[config.mk]
export PLATFORM = sky130hd
export DESIGN_NAME = player_motion_ctrl_flat
export DESIGN_NICKNAME = d
export VERILOG_FILES = /design/src/rtl/nidhogg_pkg.sv /design/src/rtl/player_motion_ctrl_if.sv /design/src/rtl/sync_2ff.sv /design/src/rtl/player_motion_ctrl.sv /design/src/flat_wrapper.sv
export SDC_FILE = /design/constraint.sdc
export NUM_CORES = 1
export LEC_CHECK = 0
export ABC_AREA = 1
export CORE_AREA = 2 2 59 61
export CTS_BUF_LIST = sky130_fd_sc_hd__clkbuf_8
export DETAILED_ROUTE_END_ITERATION = 10
export DIE_AREA = 0 0 61 63
export GPL_ROUTABILITY_DRIVEN = 0
export PLACE_DENSITY = 0.82
export SKIP_LAST_GASP = 1
export SLEW_MARGIN = 20
export SYNTH_ARGS = -nofsm -noshare
export SYNTH_HDL_FRONTEND = slang
export SYNTH_SLANG_ARGS = --single-unit
[constraint.sdc]
create_clock -name clk -period 2.5 [get_ports clk]
set_clock_uncertainty 0.2 [all_clocks]
set_input_delay 0.5 -clock clk [delete_from_list [all_inputs] [get_ports clk]]
set_output_delay 0.5 -clock clk [all_outputs]
set_load 0.005 [all_outputs]
[src/rtl/nidhogg_pkg.sv]
// Shared definitions for the nidhogg VGA game pipeline: player FSM encoding and screen geometry.
package nidhogg_pkg;

    typedef enum logic [1:0] {
        ST_IDLE = 2'b00,
        ST_WALK = 2'b01,
        ST_JUMP = 2'b10
    } state_t;

    localparam int unsigned SPRITE_W = 64;
    localparam int unsigned SPRITE_H = 64;
    localparam int unsigned SCREEN_W = 1024;

endpackage

[src/rtl/player_motion_ctrl_if.sv]
// Button/vblank inputs and per-frame sprite outputs of the player motion controller.
interface player_motion_ctrl_if;

    logic        left;
    logic        right;
    logic        jump;
    logic        vblnk_in;
    logic [11:0] xpos;
    logic [11:0] ypos;
    logic        legs_sel;
    logic        facing_left;
    logic [1:0]  state;
    logic        frame_tick;

    modport master (
        output left, right, jump, vblnk_in,
        input  xpos, ypos, legs_sel, facing_left, state, frame_tick
    );

    modport slave (
        input  left, right, jump, vblnk_in,
        output xpos, ypos, legs_sel, facing_left, state, frame_tick
    );

endinterface

[src/rtl/sync_2ff.sv]
// Parameterizable 2-flop synchronizer for asynchronous level inputs.
module sync_2ff #(
    parameter int unsigned WIDTH = 1
) (
    input  logic             clk,
    input  logic             reset,
    input  logic [WIDTH-1:0] i_d,
    output logic [WIDTH-1:0] o_q
);

    logic [WIDTH-1:0] r_meta;
    logic [WIDTH-1:0] r_sync;

    always_ff @(posedge clk or posedge reset) begin
        if (reset) begin
            r_meta <= '0;
            r_sync <= '0;
        end else begin
            r_meta <= i_d;
            r_sync <= r_meta;
        end
    end

    assign o_q = r_sync;

endmodule

[src/rtl/player_motion_ctrl.sv]
// Per-frame player sprite motion/animation controller, updated once per vblank rise.
// Optional jump physics enabled by defining PLAYER_CTRL_JUMP_EN.
module player_motion_ctrl
    import nidhogg_pkg::*;
#(
    parameter int unsigned X_INIT   = 75,
    parameter int unsigned Y_GROUND = 600,
    parameter int unsigned X_MIN    = 0,
    parameter int unsigned X_MAX    = 960,
    parameter int unsigned STEP     = 4,
    parameter int unsigned ANIM_DIV = 8,
    parameter int unsigned JUMP_V0  = 12,
    parameter int unsigned GRAVITY  = 1
) (
    input  logic                 clk,
    input  logic                 reset,
    player_motion_ctrl_if.slave  bus
);

    localparam int unsigned AW = (ANIM_DIV > 2) ? $clog2(ANIM_DIV) : 1;

    logic        w_left;
    logic        w_right;
    logic        w_jump;
    logic        w_tick;
    logic        w_go_r;
    logic        w_go_l;
    logic [12:0] w_x_inc;
    logic signed [12:0] w_x_dec;

    logic          r_vblnk_d;
    logic          r_frame_tick;
    logic [11:0]   r_xpos;
    logic          r_legs_sel;
    logic          r_facing_left;
    logic [AW-1:0] r_anim;
    state_t        r_state;

`ifdef PLAYER_CTRL_JUMP_EN
    logic [11:0]        r_ypos;
    logic signed [7:0]  r_vy;
    logic signed [12:0] w_y_next;

    sync_2ff #(.WIDTH(3)) u_sync (
        .clk   (clk),
        .reset (reset),
        .i_d   ({bus.left, bus.right, bus.jump}),
        .o_q   ({w_left, w_right, w_jump})
    );

    assign w_y_next = $signed({1'b0, r_ypos}) - $signed({{5{r_vy[7]}}, r_vy});
    assign bus.ypos = r_ypos;
`else
    logic w_unused_jump;

    sync_2ff #(.WIDTH(2)) u_sync (
        .clk   (clk),
        .reset (reset),
        .i_d   ({bus.left, bus.right}),
        .o_q   ({w_left, w_right})
    );

    assign w_jump        = 1'b0;
    assign w_unused_jump = bus.jump;
    assign bus.ypos      = 12'(Y_GROUND);
`endif

    assign w_tick  = bus.vblnk_in & ~r_vblnk_d;
    assign w_go_r  = w_right & ~w_left;
    assign w_go_l  = w_left & ~w_right;
    assign w_x_inc = {1'b0, r_xpos} + 13'(STEP);
    // Signed 13-bit subtract so a step past X_MIN never wraps to a large unsigned value
    assign w_x_dec = $signed({1'b0, r_xpos}) - $signed(13'(STEP));

    always_ff @(posedge clk or posedge reset) begin
        if (reset) begin
            r_vblnk_d     <= 1'b0;
            r_frame_tick  <= 1'b0;
            r_xpos        <= 12'(X_INIT);
            r_legs_sel    <= 1'b0;
            r_facing_left <= 1'b0;
            r_anim        <= '0;
            r_state       <= ST_IDLE;
`ifdef PLAYER_CTRL_JUMP_EN
            r_ypos        <= 12'(Y_GROUND);
            r_vy          <= '0;
`endif
        end else begin
            r_vblnk_d    <= bus.vblnk_in;
            r_frame_tick <= w_tick;
            if (w_tick) begin
                if (w_go_r) begin
                    r_xpos        <= (w_x_inc > 13'(X_MAX)) ? 12'(X_MAX) : w_x_inc[11:0];
                    r_facing_left <= 1'b0;
                end else if (w_go_l) begin
                    r_xpos        <= (w_x_dec < $signed(13'(X_MIN))) ? 12'(X_MIN) : w_x_dec[11:0];
                    r_facing_left <= 1'b1;
                end

                case (r_state)
                    ST_IDLE, ST_WALK: begin
                        if (w_jump) begin
                            r_state <= ST_JUMP;
`ifdef PLAYER_CTRL_JUMP_EN
                            r_vy    <= 8'(JUMP_V0);
`endif
                        end else if (w_go_r | w_go_l) begin
                            r_state <= ST_WALK;
                            if (r_anim == AW'(ANIM_DIV - 1)) begin
                                r_anim     <= '0;
                                r_legs_sel <= ~r_legs_sel;
                            end else begin
                                r_anim <= r_anim + 1'b1;
                            end
                        end else begin
                            r_state    <= ST_IDLE;
                            r_anim     <= '0;
                            r_legs_sel <= 1'b0;
                        end
                    end
`ifdef PLAYER_CTRL_JUMP_EN
                    ST_JUMP: begin
                        if (w_y_next >= $signed(13'(Y_GROUND))) begin
                            r_ypos     <= 12'(Y_GROUND);
                            r_vy       <= '0;
                            r_state    <= ST_IDLE;
                            r_anim     <= '0;
                            r_legs_sel <= 1'b0;
                        end else begin
                            r_ypos <= (w_y_next < 0) ? 12'd0 : w_y_next[11:0];
                            r_vy   <= r_vy - 8'(GRAVITY);
                        end
                    end
`endif
                    default: r_state <= ST_IDLE;
                endcase
            end
        end
    end

    assign bus.xpos        = r_xpos;
    assign bus.legs_sel    = r_legs_sel;
    assign bus.facing_left = r_facing_left;
    assign bus.state       = r_state;
    assign bus.frame_tick  = r_frame_tick;

endmodule

[src/flat_wrapper.sv]
// flat-port wrapper written by rule: the top's interface ports become plain ports
module player_motion_ctrl_flat import nidhogg_pkg::*;
#(
    parameter int unsigned X_INIT   = 75,
    parameter int unsigned Y_GROUND = 600,
    parameter int unsigned X_MIN    = 0,
    parameter int unsigned X_MAX    = 960,
    parameter int unsigned STEP     = 4,
    parameter int unsigned ANIM_DIV = 8,
    parameter int unsigned JUMP_V0  = 12,
    parameter int unsigned GRAVITY  = 1
)
  (clk, reset, bus_left, bus_right, bus_jump, bus_vblnk_in, bus_xpos, bus_ypos, bus_legs_sel, bus_facing_left, bus_state, bus_frame_tick);
  player_motion_ctrl_if bus_i ();
  input  logic clk;
  input  logic reset;
  input wire logic [$bits(bus_i.left)-1:0] bus_left;
  input wire logic [$bits(bus_i.right)-1:0] bus_right;
  input wire logic [$bits(bus_i.jump)-1:0] bus_jump;
  input wire logic [$bits(bus_i.vblnk_in)-1:0] bus_vblnk_in;
  output wire logic [$bits(bus_i.xpos)-1:0] bus_xpos;
  output wire logic [$bits(bus_i.ypos)-1:0] bus_ypos;
  output wire logic [$bits(bus_i.legs_sel)-1:0] bus_legs_sel;
  output wire logic [$bits(bus_i.facing_left)-1:0] bus_facing_left;
  output wire logic [$bits(bus_i.state)-1:0] bus_state;
  output wire logic [$bits(bus_i.frame_tick)-1:0] bus_frame_tick;
  assign bus_i.left = bus_left;
  assign bus_i.right = bus_right;
  assign bus_i.jump = bus_jump;
  assign bus_i.vblnk_in = bus_vblnk_in;
  assign bus_xpos = bus_i.xpos;
  assign bus_ypos = bus_i.ypos;
  assign bus_legs_sel = bus_i.legs_sel;
  assign bus_facing_left = bus_i.facing_left;
  assign bus_state = bus_i.state;
  assign bus_frame_tick = bus_i.frame_tick;
  player_motion_ctrl #(.X_INIT(X_INIT), .Y_GROUND(Y_GROUND), .X_MIN(X_MIN), .X_MAX(X_MAX), .STEP(STEP), .ANIM_DIV(ANIM_DIV), .JUMP_V0(JUMP_V0), .GRAVITY(GRAVITY)) u_core (.clk(clk), .reset(reset), .bus(bus_i));
endmodule
==> flow_summary.ini <==
[logic_synthesis]
count_of_mapped_cells_out_of_synthesis = 208
post-synth-top-count-cell = nand2_1
postSynthAreaPerCell_sq_um = 7.69
synth.cells.most_frequent = nand2_1 (50), inv_1 (25), dfrtp_1 (20), nor2_1 (20), buf_4 (16)
synth_largest_type_area_fraction_pct = 31.3
netlist_top_cells_area = dfrtp_1 (31%), nand2_1 (12%), buf_4 (7.5%), inv_1 (5.9%), dfstp_2 (4.9%)
synth_enable_flop_cells = 0
synth-async-reset-ratio_pct = 100
syn_warnings = 0
synth_ff_type = dfrtp_1
synth_seq_area_share_pct = 36.2
synth_top_cell_by_area = dfrtp_1
ys_ff_latch = 23
synthesis.area_sq_um = 1600
yosysUniqueCellTypes = 33

[critical_path]
arrival_time_of_the_worst_setup_path_ns = 1.39
cpLargestDelayFamily = flip-flops
max_stage_delay_ns = 0.61
critical_path.slowest_cell = dfstp_2
crit_required_ns = 1.80
crit_type = reg2out
setup.worst_path.start_class = register
crit_buf_inv = 1
crit_start = u_core.bus.xpos[6]$_DFFE_PP1P_
timing.critical_path.cells = clkdlybuf4s50_1
critical_path.max_fanout = 7
critical_path.endpoint_type = output pin
critical_path.reg2reg.startpoint = u_core.bus.xpos[3]$_DFFE_PP1P_

[timing]
rsz_0062_raised_after_global_routing = no
achievable-frequency_mhz = 478
post-route-period-util_pct = 83.7
hold_ws_ns = 0.158
period_needed_ns = 2.09
final_setup_violations = 0
setup_slack_ns = 0.408
timing_hold_violations_final = 0
totalNegativeSetupSlack_ns = 0
drv_slew = 0

[final_layout]
multi_input_comb_area_sq_um = 795
num-nets-final = 237
syn_to_final_growth_pct = 12.4
antenna_cells_inserted = 0
design_area_sq_um = 1800
filler_cell_count = 306
area.sequential_sq_um = 579
post_route_cells_drive_above_1_share_pct = 12.4

[pwr]
power.leakage_nw = 0.887
pwr_density_cell_nw_per_um2 = 870
peakVddDrop_v = 0.000432

[clock_tree]
cts_made_buffers = 3
ctsResizeCount = 0
cts_sinks = 23
htree_depth = 1
ctsHoldBuffers = 0
clkLatencyLatePin_ns = 0.27
clk_transition_reported_paths_ns = 0.08
clock-root-buffer = clkbuf_8
cts_tree = built
cts_post_setup_buffers_inserted = 0
clk_path_buf_depth = 2

[global_route]
grt_pass1_wl_microns = 5100
globalRoute.totalOverflow = 0
grt.total_usage_pct = 17.2
pin_count_of_the_biggest_net_entering_global_routing = 24
grt_antenna_before_repair = 0
vias_in_the_first_global_route = 1169

[route]
dr.pass1.iters = 5
drtIter0Drc = 64
route.detailed.drc = 0
post_drt_wl_per_cell_microns = 10.9
avgViaCountPerCell = 4.69
drt_wl_total_microns = 2950
vias = 1272
final_antenna_net_count = 0

[hold_path]
worstHoldPathType = reg2reg
worstHoldStart = u_core.u_sync.r_meta[1]$_DFF_PP0_

[run_status]
run_status = finished clean

[floorplanning]
floorplan.rows = 21
die_width_microns = 61
pin_count = 35
design.die.area_sq_um = 3840
initial_core_util_pct = 49.5
die-height_microns = 63
core_area_sq_um = 3230

[place]
total_placed_instance_area_sq_um = 1750
dpl_worst_slack_ns = 0.183
place.detailed.hpwl_microns = 2200
placement.io_buffers = 20

[flow_run]
drv.max_cap_violation_count = 0
==> final timing paths <==
kind,slack [ns],depth (start not counted),to
hold reg to reg,0.16,0,u_core.u_sync.o_q[1]$_DFF_PP0_
setup reg to reg,0.44,12,u_core.bus.xpos[7]$_DFFE_PP0P_
max in group asynchronous,1.42,3,u_core.bus.xpos[0]$_DFFE_PP1P_
setup / recovery,0.41,1,bus_xpos[6]
min in group asynchronous,0.39,3,u_core.r_anim[0]$_DFFE_PP0P_
hold / removal,0.16,0,u_core.u_sync.o_q[1]$_DFF_PP0_
==> final cells by class <==
class	count	area share, %
clock buffer	3	2.30
clock inverter	1	0.209
inverter	28	5.85
multi-input combinational	148	44.2
sequential	23	32.2
tap	46	3.20
timing repair buffer	22	12.0
==> registers in the layout (all words and copies together), names as in the netlist <==
| signal | flops |
|---|---|
| u_core.r_anim | 3 |
| u_core.bus.xpos | 11 |
| u_core.bus.legs_sel | 1 |
| u_core.r_vblnk_d | 1 |
| u_core.u_sync.o_q | 2 |
| u_core.bus.state | 1 |
| u_core.bus.facing_left | 1 |
| u_core.u_sync.r_meta | 2 |
| u_core.bus.frame_tick | 1 |
==> layout by cell type, fill, tap and decap left out, types with 2 or more instances in the layout <==
master            n
nand2_1          50
inv_1            26
nor2_1           20
clkdlybuf4s50_1  20
dfrtp_1          20
conb_1           13
nand3_1          10
o21ai_0           7
nor2_4            6
a21oi_1           6
nand4_1           5
ha_1              5
nand3_2           4
xor2_1            4
inv_2             3
o21ai_1           3
clkbuf_8          3
dfstp_2           3
o21ai_2           2
a22o_1            2
buf_4             2
==> kinds of logic after synthesis <==
kind of cell / count (synthesis) / synth area share (%)
AO/OA/AOI/OAI: 24 / 8.92
buffers and inverters: 48 / 16.7
adder cells (fa/ha/maj): 5 / 3.91
AND/OR/NAND/NOR: 102 / 31.6
other: 2 / 0.470
flip-flops: 23 / 36.2
XOR/XNOR: 4 / 2.19
==> where the power goes <==
| part | internal, mW | switching, mW |
|---|---|---|
| logic | 0.325 | 0.393 |
| clock network | 0.110 | 0.117 |
| registers | 0.467 | 0.151 |
| total | 0.901 | 0.662 |
==> routing by layer <==
metal | share of wire [%] | GRT usage (%) | wire length [microns]
met5 | 0 | 0 | 0
met4 | 2.2 | 7.61 | 64
met3 | 2.5 | 1.86 | 75
met2 | 48 | 26.5 | 1420
met1 | 47 | 24.0 | 1390
==> through the flow <==
step / std cells / utilization (%) / total power, mW
4_1_cts: 271 / 55.6 / 1.57
3_5_place_dp: 267 / 54.2 / 1.34
3_3_place_gp: 267 / 54.2 / 1.32
6_report: 271 / 55.6 / 1.56
2_1_floorplan: 219 / - / 1.13
5_1_grt: 271 / 55.6 / 1.71
Note: power is estimated with default switching activity, not from simulation.
